**src/rtl/synth_pkg.sv**
```systemverilog
// Shared constants, FSM encoding and helpers for the synth square-wave analyzer.
package synth_pkg;

    localparam int unsigned CLOCK_FREQUENCY = 32'd50000000;
    localparam int unsigned TIMEOUT_CYCLES  = 32'd100000001;

    localparam int CNT_W       = 27;
    localparam int DIV_LATENCY = 27;
    localparam int ITER_W      = 5;
    localparam int FREQ_W      = 16;
    localparam int AMP_W       = 6;
    localparam int WAVE_W      = 7;

    typedef enum logic [1:0] {
        ST_IDLE    = 2'd0,
        ST_MEASURE = 2'd1,
        ST_DIVIDE  = 2'd2
    } analyzer_state_t;

    // Clamp a full-width quotient into the 16-bit frequency code.
    function automatic logic [FREQ_W-1:0] saturate_quotient(input logic [CNT_W-1:0] q);
        logic [FREQ_W-1:0] result;
        if (|q[CNT_W-1:FREQ_W]) begin
            result = {FREQ_W{1'b1}};
        end else begin
            result = q[FREQ_W-1:0];
        end
        return result;
    endfunction

endpackage

```
**src/rtl/period_divider.sv**
```systemverilog
// Restoring divider: one quotient bit per clock, saturated 16-bit result with a done pulse.
module period_divider
    import synth_pkg::*;
(
    input  logic              clk,
    input  logic              reset,
    input  logic              abort,
    input  logic              start,
    input  logic [CNT_W-1:0]  dividend,
    input  logic [CNT_W-1:0]  divisor,
    output logic              busy,
    output logic              done,
    output logic [FREQ_W-1:0] quotient
);

    logic [CNT_W-1:0]  rem_r;
    logic [CNT_W-1:0]  quo_r;
    logic [CNT_W-1:0]  div_r;
    logic [ITER_W-1:0] iter_r;
    logic              busy_r;
    logic              done_r;
    logic [FREQ_W-1:0] quotient_r;

    logic [CNT_W:0]    shifted_s;
    logic [CNT_W:0]    trial_s;
    logic              fits_s;
    logic [CNT_W-1:0]  quo_next_s;

    // Trial subtraction for the current bit; a clear MSB means the divisor fits.
    always_comb begin
        shifted_s  = {rem_r, quo_r[CNT_W-1]};
        trial_s    = shifted_s - {1'b0, div_r};
        fits_s     = ~trial_s[CNT_W];
        quo_next_s = {quo_r[CNT_W-2:0], fits_s};
    end

    // Iteration state; abort drops an in-flight division without a done pulse.
    always_ff @(posedge clk) begin
        if (reset) begin
            rem_r      <= '0;
            quo_r      <= '0;
            div_r      <= '0;
            iter_r     <= '0;
            busy_r     <= 1'b0;
            done_r     <= 1'b0;
            quotient_r <= '0;
        end else if (abort) begin
            busy_r <= 1'b0;
            done_r <= 1'b0;
            iter_r <= '0;
        end else if (start && !busy_r) begin
            rem_r  <= '0;
            quo_r  <= dividend;
            div_r  <= divisor;
            iter_r <= ITER_W'(DIV_LATENCY);
            busy_r <= 1'b1;
            done_r <= 1'b0;
        end else if (busy_r) begin
            rem_r  <= fits_s ? trial_s[CNT_W-1:0] : shifted_s[CNT_W-1:0];
            quo_r  <= quo_next_s;
            iter_r <= iter_r - 5'd1;
            if (iter_r == 5'd1) begin
                busy_r     <= 1'b0;
                done_r     <= 1'b1;
                quotient_r <= saturate_quotient(quo_next_s);
            end else begin
                done_r <= 1'b0;
            end
        end else begin
            done_r <= 1'b0;
        end
    end

    assign busy     = busy_r;
    assign done     = done_r;
    assign quotient = quotient_r;

endmodule

```
**src/rtl/square_wave_analyzer.sv**
```systemverilog
// Measures period and high level of the synth tone stream and reports
// frequency code (2*Fclk/P) and 0-to-peak amplitude with a valid pulse.
module square_wave_analyzer
    import synth_pkg::*;
#(
    parameter int unsigned CLOCK_FREQUENCY = synth_pkg::CLOCK_FREQUENCY,
    parameter int unsigned TIMEOUT_CYCLES  = synth_pkg::TIMEOUT_CYCLES
) (
    input  logic              clk,
    input  logic              reset,
    input  logic [WAVE_W-1:0] sq_wave,
    output logic [FREQ_W-1:0] frequency,
    output logic [AMP_W-1:0]  amplitude,
    output logic              valid,
    output logic              busy
);

    localparam logic [CNT_W-1:0] DIVIDEND    = CNT_W'(2 * CLOCK_FREQUENCY);
    localparam logic [CNT_W-1:0] TIMEOUT_LIM = CNT_W'(TIMEOUT_CYCLES);

    analyzer_state_t   state_r;
    analyzer_state_t   state_s;
    logic [CNT_W-1:0]  count_r;
    logic [CNT_W-1:0]  count_s;
    logic [WAVE_W-1:0] prev_r;
    logic [AMP_W-1:0]  pend_amp_r;
    logic [FREQ_W-1:0] freq_r;
    logic [AMP_W-1:0]  amp_r;
    logic              valid_r;

    logic              rise_s;
    logic              start_s;
    logic              timeout_s;
    logic              div_busy_s;
    logic              div_done_s;
    logic [FREQ_W-1:0] div_quot_s;

    assign rise_s = (prev_r == 7'd0) && (sq_wave != 7'd0);

    period_divider u_divider (
        .clk      (clk),
        .reset    (reset),
        .abort    (timeout_s),
        .start    (start_s),
        .dividend (DIVIDEND),
        .divisor  (count_r),
        .busy     (div_busy_s),
        .done     (div_done_s),
        .quotient (div_quot_s)
    );

    // Next-state logic: the period counter keeps running while a division is in flight.
    always_comb begin
        state_s   = state_r;
        count_s   = count_r;
        start_s   = 1'b0;
        timeout_s = 1'b0;
        case (state_r)
            ST_IDLE: begin
                if (rise_s) begin
                    state_s = ST_MEASURE;
                    count_s = 27'd1;
                end else begin
                    count_s = 27'd0;
                end
            end
            ST_MEASURE, ST_DIVIDE: begin
                if (rise_s) begin
                    count_s = 27'd1;
                    if (!div_busy_s) begin
                        start_s = 1'b1;
                        state_s = ST_DIVIDE;
                    end else begin
                        state_s = state_r;
                    end
                end else if (count_r >= TIMEOUT_LIM) begin
                    timeout_s = 1'b1;
                    state_s   = ST_IDLE;
                    count_s   = 27'd0;
                end else begin
                    count_s = count_r + 27'd1;
                    if (div_done_s) begin
                        state_s = ST_MEASURE;
                    end else begin
                        state_s = state_r;
                    end
                end
            end
            default: begin
                state_s = ST_IDLE;
                count_s = 27'd0;
            end
        endcase
    end

    // FSM state, period counter, input history and the amplitude captured at the measuring edge.
    always_ff @(posedge clk) begin
        if (reset) begin
            state_r    <= ST_IDLE;
            count_r    <= '0;
            prev_r     <= '0;
            pend_amp_r <= '0;
        end else begin
            state_r <= state_s;
            count_r <= count_s;
            prev_r  <= sq_wave;
            if (start_s) begin
                pend_amp_r <= sq_wave[WAVE_W-1:1];
            end else begin
                pend_amp_r <= pend_amp_r;
            end
        end
    end

    // Result registers; a timeout outranks a division finishing on the same clock.
    always_ff @(posedge clk) begin
        if (reset) begin
            freq_r  <= '0;
            amp_r   <= '0;
            valid_r <= 1'b0;
        end else if (timeout_s) begin
            freq_r  <= '0;
            amp_r   <= '0;
            valid_r <= 1'b1;
        end else if (div_done_s && (state_r == ST_DIVIDE)) begin
            freq_r  <= div_quot_s;
            amp_r   <= pend_amp_r;
            valid_r <= 1'b1;
        end else begin
            valid_r <= 1'b0;
        end
    end

    assign frequency = freq_r;
    assign amplitude = amp_r;
    assign valid     = valid_r;
    assign busy      = div_busy_s;

endmodule
```
**config.mk**
```make
export PLATFORM = sky130hd
export DESIGN_NAME = square_wave_analyzer
export DESIGN_NICKNAME = d
export VERILOG_FILES = /design/src/rtl/synth_pkg.sv /design/src/rtl/period_divider.sv /design/src/rtl/square_wave_analyzer.sv
export SDC_FILE = /design/constraint.sdc
export NUM_CORES = 1
export LEC_CHECK = 0
export BUFFER_PORTS_ARGS = -buffer_cell sky130_fd_sc_hd__buf_2
export CAP_MARGIN = 25
export CORE_ASPECT_RATIO = 1.25
export CORE_MARGIN = 2
export CORE_UTILIZATION = 30
export DETAILED_ROUTE_END_ITERATION = 10
export SLEW_MARGIN = 20
export SYNTH_ARGS = -nofsm -noshare
export SYNTH_HDL_FRONTEND = slang
export SYNTH_HIERARCHICAL = 1
export SYNTH_SLANG_ARGS = --single-unit
```
**constraint.sdc**
```tcl
create_clock -name clk -period 2.93 [get_ports clk]
set_input_delay 0.1465 -clock clk [delete_from_list [all_inputs] [get_ports clk]]
set_output_delay 0.1465 -clock clk [all_outputs]
set_load 0.02 [all_outputs]
```
* Word level (Yosys, flattened, before mapping)
Cells that the tools add are included.
** Word-level totals
- Register bits after elaboration :: 169
- Bits in latches :: 0
- RAM bits :: 0
- Bits in read-only memories :: 0
- Input port bits :: 9
- Output and inout port bits :: 24
- Logic and storage cells :: 76
- Memories :: 0
** Cells by class
- Add/subtract/negate cells :: 3
- $mul :: 0
- Divide/modulo/power cells :: 0
- Magnitude comparators :: 1
- Equality and inequality tests :: 6
- Shifts and indexed selects :: 0
- Multiplexer cells :: 30
- Bitwise operators :: 4
- Reductions and logical operators :: 17
** Operators with widths (number)
- $mux 27 :: 7
- $pmux 27 s2 :: 1
- $sub 28x27->28 :: 1
- $add 27x1->27 const B :: 1
- $ge 27x27->1 const B :: 1
- $mux 16 :: 1
- $mux 1 :: 13
- $reduce_or 11->1 :: 1
- $mux 2 :: 5
- $mux 5 :: 2
- $logic_not 7->1 :: 1
- $reduce_bool 7->1 :: 1
- $eq 5x1->1 const B :: 1
- $sub 5x1->5 const B :: 1
- $ne 4x3->1 const B :: 1
- $not 1->1 :: 4
- $pmux 2 s2 :: 1
- $reduce_and 2->1 :: 2
- $reduce_and 4->1 :: 1
- $reduce_or 2->1 :: 2
- $reduce_or 4->1 :: 1
- $logic_and 1x1->1 :: 3
- $ne 3x3->1 const B :: 1
- $reduce_and 3->1 :: 1
- other kinds (7) :: 7

* Logic depth before layout (Yosys ltp)
Gate-level depths: netlist of the first run.
- Depth after elaboration :: 7
- Mapped depth :: 12
- Depth with buffers taken out :: 12

* Modules after synthesis
Netlist of the first run, hierarchy kept.
** Modules (own cells, without submodules)
- period_divider :: times used 1, cells an instance 716, area an instance 5719.2 um2, seq. area each 2082.0 um2
- square_wave_analyzer :: times used 1, cells an instance 319, area an instance 2829.0 um2, seq. area each 1301.2 um2

* Worst setup path before layout of the first run
OpenSTA, ideal clock, no wires.
- Path kind :: reg-to-reg
- Start :: reg count_r[0]
- End :: reg u_divider.rem_r[10]
- Setup time :: 0.069 ns
- Arrival time :: 2.752 ns
- Data required time :: 2.861 ns
- Slack :: 0.109 ns
- Stages on the path, launching flop included :: 12
- Path buffers :: 2
- Period minus slack after synthesis :: 2.821 ns
- Cells stage by stage :: dfxtp_1 ha_1 nor4_1 and3_2 or4_1 buf_6 a21oi_1 nor2_1 nor2_1 clkbuf_1 nand2_1 o21ai_1
** Between the ends
- Longest elaborated chain between the ends :: 6
** RTL lines
- start: declaration :: line square_wave_analyzer.sv:23 : logic [CNT_W-1:0] count_r;
- start signal: assignment :: line square_wave_analyzer.sv:105 : count_r <= count_s;
- $ge 27x27->1 :: line square_wave_analyzer.sv:76 : end else if (count_r >= TIMEOUT_LIM) begin
- $mux 1 :: line square_wave_analyzer.sv:76
- $mux 1 :: line square_wave_analyzer.sv:68 : if (rise_s) begin
- $mux 1 :: line square_wave_analyzer.sv:58 : case (state_r)
- net timeout_s :: line square_wave_analyzer.sv:33 : logic timeout_s;
- $not 1->1 (no source line)
- $reduce_and 2->1 (no source line)
- end signal: assignment :: line period_divider.sv:59 : rem_r <= fits_s ? trial_s[CNT_W-1:0] : shifted_s[CNT_W-1:0];
- end: declaration :: line period_divider.sv:16 : logic [CNT_W-1:0] rem_r;
The timed path passes the listed nets, and every way through them passes these cells.
A chain may end at the register's enable or synchronous reset.

* Worst setup path after layout of the first run
- Start :: in sq_wave[4]
- End :: reg u_divider.rem_r[24]
** Between the ends
- Elaborated cells on any way between the ends :: 11
- Classes of those cells :: mux (5); bitwise (1); reduce/logical (5)
** RTL lines
- start: declaration :: line square_wave_analyzer.sv:11 : input logic [WAVE_W-1:0] sq_wave,
- $reduce_bool 7->1 :: line square_wave_analyzer.sv:38 : assign rise_s = (prev_r == 7'd0) && (sq_wave != 7'd0);
- $logic_and 1x1->1 :: line square_wave_analyzer.sv:38
- $mux 1 :: line square_wave_analyzer.sv:68
- $mux 1 :: line square_wave_analyzer.sv:58
- net timeout_s :: line square_wave_analyzer.sv:33
- $not 1->1 (no source line)
- $reduce_and 2->1 (no source line)
The timed path passes the listed nets, and every way through them passes these cells.

==> results of run 1 <==
## registers in the layout (all words and copies together) (netlist names)
| name | flops |
|---|---|
| amplitude | 6 |
| count_r | 27 |
| frequency | 16 |
| pend_amp_r | 6 |
| prev_r | 7 |
| state_r | 2 |
| u_divider/busy | 1 |
| u_divider/div_r | 27 |
| u_divider/done | 1 |
| u_divider/iter_r | 5 |
| u_divider/quo_r | 27 |
| u_divider/quotient | 16 |
| u_divider/rem_r | 27 |
| valid | 1 |
## final timing paths
path | endpoint
worst max-delay path | u_divider/rem_r[24]
worst min-delay path | u_divider/quotient[14]
worst max register to register | u_divider/quo_r[0]
worst min register to register | u_divider/div_r[12]
## cells in the final DEF, fill, tap and decap left out, drive strengths merged, types with 23 or more instances in the layout
cell type / count
xnor2: 23
nand2: 164
a211oi: 35
nor2: 125
inv: 52
conb: 27
o21ai: 44
nor3: 35
mux2i: 59
buf: 58
ha: 34
a21oi: 78
dfxtp: 169
## per-stage QoR
step	hold WS (ns)	instances	util (%)	worst slack (ns)
final	0.351	1458	35.2	0.205
after global routing	0.380	1458	35.2	0.000541
after CTS	0.335	1457	35.2	0.0732
after detailed placement	0.384	1418	32.8	0.0942
after global placement	0.373	1418	32.8	0.149
after floorplan	0.275	1060	-	0.109
## cell families (layout without fill, tap and decap cells)
group,after synthesis,count (layout)
adders and majority gates,35,35
xor gates and xnor gates,45,45
other,2,27
buffers and inverters,97,140
DFF,169,169
AOI/OAI and AO/OA,210,210
muxes,59,59
and+or+nand+nor,418,418
## final cells by class
| cell class | instances | area, sq um | share of cell area, % |
|---|---|---|---|
| Clock buffer | 18 | 429 | 4.31 |
| Multi-Input combinational cell | 794 | 4860 | 48.9 |
| Inverter | 43 | 161 | 1.62 |
| Timing Repair Buffer | 65 | 500 | 5.03 |
| Tap cell | 355 | 444 | 4.47 |
| Clock inverter | 14 | 168 | 1.69 |
| Sequential cell | 169 | 3380 | 34.0 |
## critical path, cell delays in order
cell and delay [ns]:
dlygate4sd3_1 0.54, buf_2 0.15, or4_1 0.53, o211ai_1 0.40
nand2_1 0.18, a21oi_1 0.17, buf_4 0.19, nor2_1 0.08
nand2_1 0.34, buf_12 0.21, o21ai_1 0.09
## layer usage
layer  vias up  wire length, um  part of all wire, %
li1       3683                -                    -
met5         -                0                    0
met3        14              639                  3.3
met1      3369             8930                   46
met2       101             9810                   50
met4         0              140                 0.72
## power groups by stage
stage	logic (W)	registers, W	clock network, W
after floorplan	0.000173	0.00240	0
after global placement	0.000229	0.00240	0
after detailed placement	0.000233	0.00240	0
after CTS	0.000241	0.00235	0.00232
after global routing	0.000271	0.00235	0.00243
final	0.000240	0.00235	0.00227
## synthesized netlist by cell type (15+ instances only)
library cell / number
a211oi_1: 34
a21oi_1: 57
a21oi_2: 21
clkbuf_1: 36
dfxtp_1: 169
ha_1: 34
inv_1: 43
mux2i_1: 59
nand2_1: 164
nand3_1: 17
nand4_1: 18
nor2_1: 125
nor2b_1: 15
nor3_1: 35
o21ai_0: 21
o21ai_1: 23
xnor2_1: 22
xor2_1: 22
## repair_timing
| item | CTS | global route |
|---|---|---|
| endpoints found under the setup margin | 0 | 4 |
| endpoints found under the hold margin | 12 | 0 |
| setup buffers | 0 | 1 |
| hold buffers | 7 | 0 |
| gates resized for setup | 0 | 1 |
==> results.yml, run 1 <==
status:
  outcome: "finished, final reports clean"
grt:
  track_usage_pct: 13.5
  gr-usage-met2_pct: 24.5
  use_met3_pct: 2.83
  grt_pass1_vias: 7014
  busiest_layer: "met2"
  grt_pass1_wl_um: 33700
  met1_usage_pct: 16.6
  grt_max_degree: 57
  grt.overflow.total: 0
  antenna_found_initial: 0
clocking:
  cts_root_buffer: "clkbuf_16"
  htree_levels: 4
  clock-sinks: 169
  clockBufferDepth: 2
  path_clk_slew_ns: 0.08
  cts_buffers: 17
  cts_tree: "yes"
  clock_latency_ns: 0.44
logic_synthesis:
  synth-edff-count: 0
  synth_compound_area_share_pct: 16.5
  ys_seq_area_share_pct: 39.6
  synthCells: 1035
  synth-xor-area-share_pct: 4.83
  ys_ff_latch: 169
  ys_warn_count: 6
  synthMuxAreaShare_pct: 6.91
  syn_area_sq_um: 8550
  synth_area_leaders: "dfxtp_1 (40%), nand2_1 (7.2%), mux2i_1 (6.9%)"
  synth_top_area_share_pct: 39.6
  synthFlopType: "dfxtp_1"
  ys_types: 62
  yosysTopAreaCell: "dfxtp_1"
  synthSimpleGateAreaFrac_pct: 22.0
  syn_avg_cell_area_sq_um: 8.26
  synth_fa_ha_area_share_pct: 5.21
  async_reset_ff_share_pct: 0
  synth_top_family_by_area: "simple AND/OR/NAND/NOR gates"
floorplanning:
  coreArea_sq_um: 28200
  chipHeight_um: 193
  dieArea_sq_um: 29900
  ios: 33
  initial_core_util_pct: 30.3
  dieWidth_um: 155
  rows: 69
route:
  wire_per_inst_um: 13.4
  remaining_drc_errors: 0
  wl_um: 19500
  drt_iter0_drc: 295
  postRouteAntennaNets: 0
  drtPass1Iterations: 5
  vias: 7167
  viasPerCell: 4.92
timing:
  period_minus_slack_ns: 2.73
  worstMarginPinSlew_ns: 0.877
  finClkSkew_ns: 0.0208
  hold_viol_final: 0
  rsz0062_at_grt: "false"
  drv_slew: 0
  timing.final.crit_share_pct: 93.0
  setup_viol: 0
  fmax_mhz: 367
  slew_headroom_pct: 41.5
  tns_ns: 0
setup_path:
  required_ns: 3.24
  worst_ep_arrival_time_ns: 3.04
  r2r_cells: 10
  startpoint: "sq_wave[4]"
  path_max_fanout: 19
  crit_type: "in2reg"
  r2r_slack_ns: 0.21
  critPathLaunchType: "input pin"
  end_kind: "register"
  reg2reg_from: "u_divider/div_r[11]"
power_and_ir_drop:
  ir_worst_vdd_v: 0.000343
  p_total_w: 0.00486
  sw_frac_of_total_pct: 26.4
  p_comb_share_pct: 4.9
  p_per_area_nw_per_um2: 489
  p_clk_share_pct: 46.7
  total_leakage_power_nw: 3.72
  internal_power_w: 0.00358
  power_switching_w: 0.00128
  p_seq_share_pct: 48.4
job:
  maxCapViolations: 0
placed_design:
  hpwl_um: 13600
  placed_area_sq_um: 9270
  gp_congestion: 0.844
  io_buffers: 32
hold_path:
  hold_depth: 2
  hp-class: "in2reg"
  min_from: "reset"
final_layout:
  antenna-diode-count: 0
  drive_gt1_share_pct: 11.5
  fillers: 2879
  fin_area_sq_um: 9950
  area_growth_pct: 16.4
  final_net_count: 1134
Power figures use the tool's default switching activity.
==> run 2, diff against run 1 <==
Settings changed: CORE_MARGIN 2 to not set.
==> run 2 against run 1 <==
Net effect:
- critical path depth is 3 lower
- core utilization is 0.93 points higher
- critical endpoint is now u_divider/rem_r[17]
- sequential share of layout area is 0.38 points lower
- register-to-register slack worse by 0.02 ns
- worst hold slack worse by 0.18 ns
- clock skew is 0.0045 ns lower
- final area is 1.1% higher
- critical path type is now reg2reg
==> results.yml, run 2 (same netlist as run 1, synthesis figures left out) <==
timing:
  whs_ns: 0.173
  timing.final.crit_share_pct: 93.6
  worstMarginPinSlew_ns: 0.912
  fmax_mhz: 365
  period_minus_slack_ns: 2.74
  hold_viol_final: 0
  tns_ns: 0
  drv_slew: 0
  slew_headroom_pct: 39.2
  finClkSkew_ns: 0.0162
  setup_slack_ns: 0.188
  setup_viol: 0
floorplanning:
  chipHeight_um: 191
  rows: 68
  ios: 33
  dieArea_sq_um: 29200
  dieWidth_um: 153
  initial_core_util_pct: 30.7
  coreArea_sq_um: 27800
setup_path:
  end_kind: "register"
  required_ns: 3.23
  critPathLaunchType: "register"
  crit_type: "reg2reg"
  path_max_fanout: 6
  worst_ep_arrival_time_ns: 3.05
placed_design:
  dp.cells: 1426
  dp_slack_ns: 0.198
  io_buffers: 32
  hpwl_um: 13900
  gp_congestion: 0.883
final_layout:
  antenna-diode-count: 0
  final_cell_mix: "dfxtp_1 (169), nand2_1 (164), nor2_1 (123)"
  fin_cells: 1469
  area_growth_pct: 17.7
  final_net_count: 1151
  mostFrequentLayoutCell: "dfxtp_1"
  drive_gt1_share_pct: 13.0
grt:
  grt_pass1_wl_um: 33400
  antenna_found_initial: 0
  grt.overflow.total: 0
  grt_pass1_vias: 6898
  grt_max_degree: 55
  track_usage_pct: 13.9
hold_path:
  hp-class: "in2reg"
clocking:
  htree_levels: 4
  clockBufferDepth: 2
  clock_latency_ns: 0.43
  cts_root_buffer: "clkbuf_16"
  clock-sinks: 169
  path_clk_slew_ns: 0.08
  cts_buffers: 17
  cts_tree: "yes"
power_and_ir_drop:
  sw_frac_of_total_pct: 26.0
  p_clk_share_pct: 46.0
  internal_power_w: 0.00356
  p_per_area_nw_per_um2: 478
  ir_worst_vdd_v: 0.000300
  p_comb_share_pct: 5.1
  total_leakage_power_nw: 3.79
  power_switching_w: 0.00125
  p_seq_share_pct: 48.9
  p_total_w: 0.00481
route:
  wire_per_inst_um: 13.4
  drtPass1Iterations: 7
  remaining_drc_errors: 0
  postRouteAntennaNets: 0
  drt_iter0_drc: 327
  viasPerCell: 4.92
  wl_um: 19700
  vias: 7232
status:
  outcome: "finished, final reports clean"
job:
  maxCapViolations: 0
[run 2: final cells by class]
| class | count | area (sq um) |
|---|---|---|
| fillers | 2854 | 17800 |
| repair buffers | 82 | 641 |
| inverters | 43 | 161 |
| flip-flops and latches | 169 | 3380 |
| well taps | 350 | 438 |
| clock buffers | 17 | 425 |
| multi-input cells | 794 | 4860 |
| clock inverters | 14 | 149 |
[run 2: worst max-delay path, cell delays in order (launching register included)]
cell	delay, ns
dfxtp_1	0.41
and4_1	0.31
nand4_1	0.12
or4_1	0.57
a21oi_1	0.38
nor2_1	0.14
and2_1	0.36
nand4_1	0.23
o211ai_1	0.11
[run 2: stage by stage]
stage	cell area, sq um	util, %
3_5_place_dp	9360	33.7
2_1_floorplan	8640	-
6_report	10100	36.2
5_1_grt	10100	36.2
3_3_place_gp	9360	33.7
4_1_cts	10000	36.0
[run 2: worst paths after layout]
| kind | from | to | slack [ns] | depth (start not counted) |
|---|---|---|---|---|
| worst max-delay path | count_r[20] | u_divider/rem_r[17] | 0.19 | 8 |
| worst min-delay path | reset | pend_amp_r[2] | 0.17 | 2 |
| worst max register to register | count_r[20] | u_divider/rem_r[17] | 0.19 | 8 |
| worst min register to register | u_divider/div_r[10] | u_divider/div_r[10] | 0.45 | 2 |
[run 2: power by group through the flow]
stage	logic, W	clock network, W	registers, W
3_3_place_gp	0.000232	0	0.00240
5_1_grt	0.000272	0.00236	0.00236
4_1_cts	0.000244	0.00227	0.00235
3_5_place_dp	0.000236	0	0.00240
6_report	0.000244	0.00221	0.00235
2_1_floorplan	0.000173	0	0.00240
[run 2: repair_timing]
action | in CTS | in global routing
setup buffers | 0 | 5
hold buffers | 7 | 0
endpoints found under the hold margin | 12 | 0
gates resized for setup | 0 | 2
setup endpoints to repair | 0 | 5
[run 2: per-layer routing]
layer,global-route usage (%),part of all wire [%]
met1,17.0,47
met2,24.3,49
met3,2.55,2.3
met4,5.17,2.2
met5,0,0
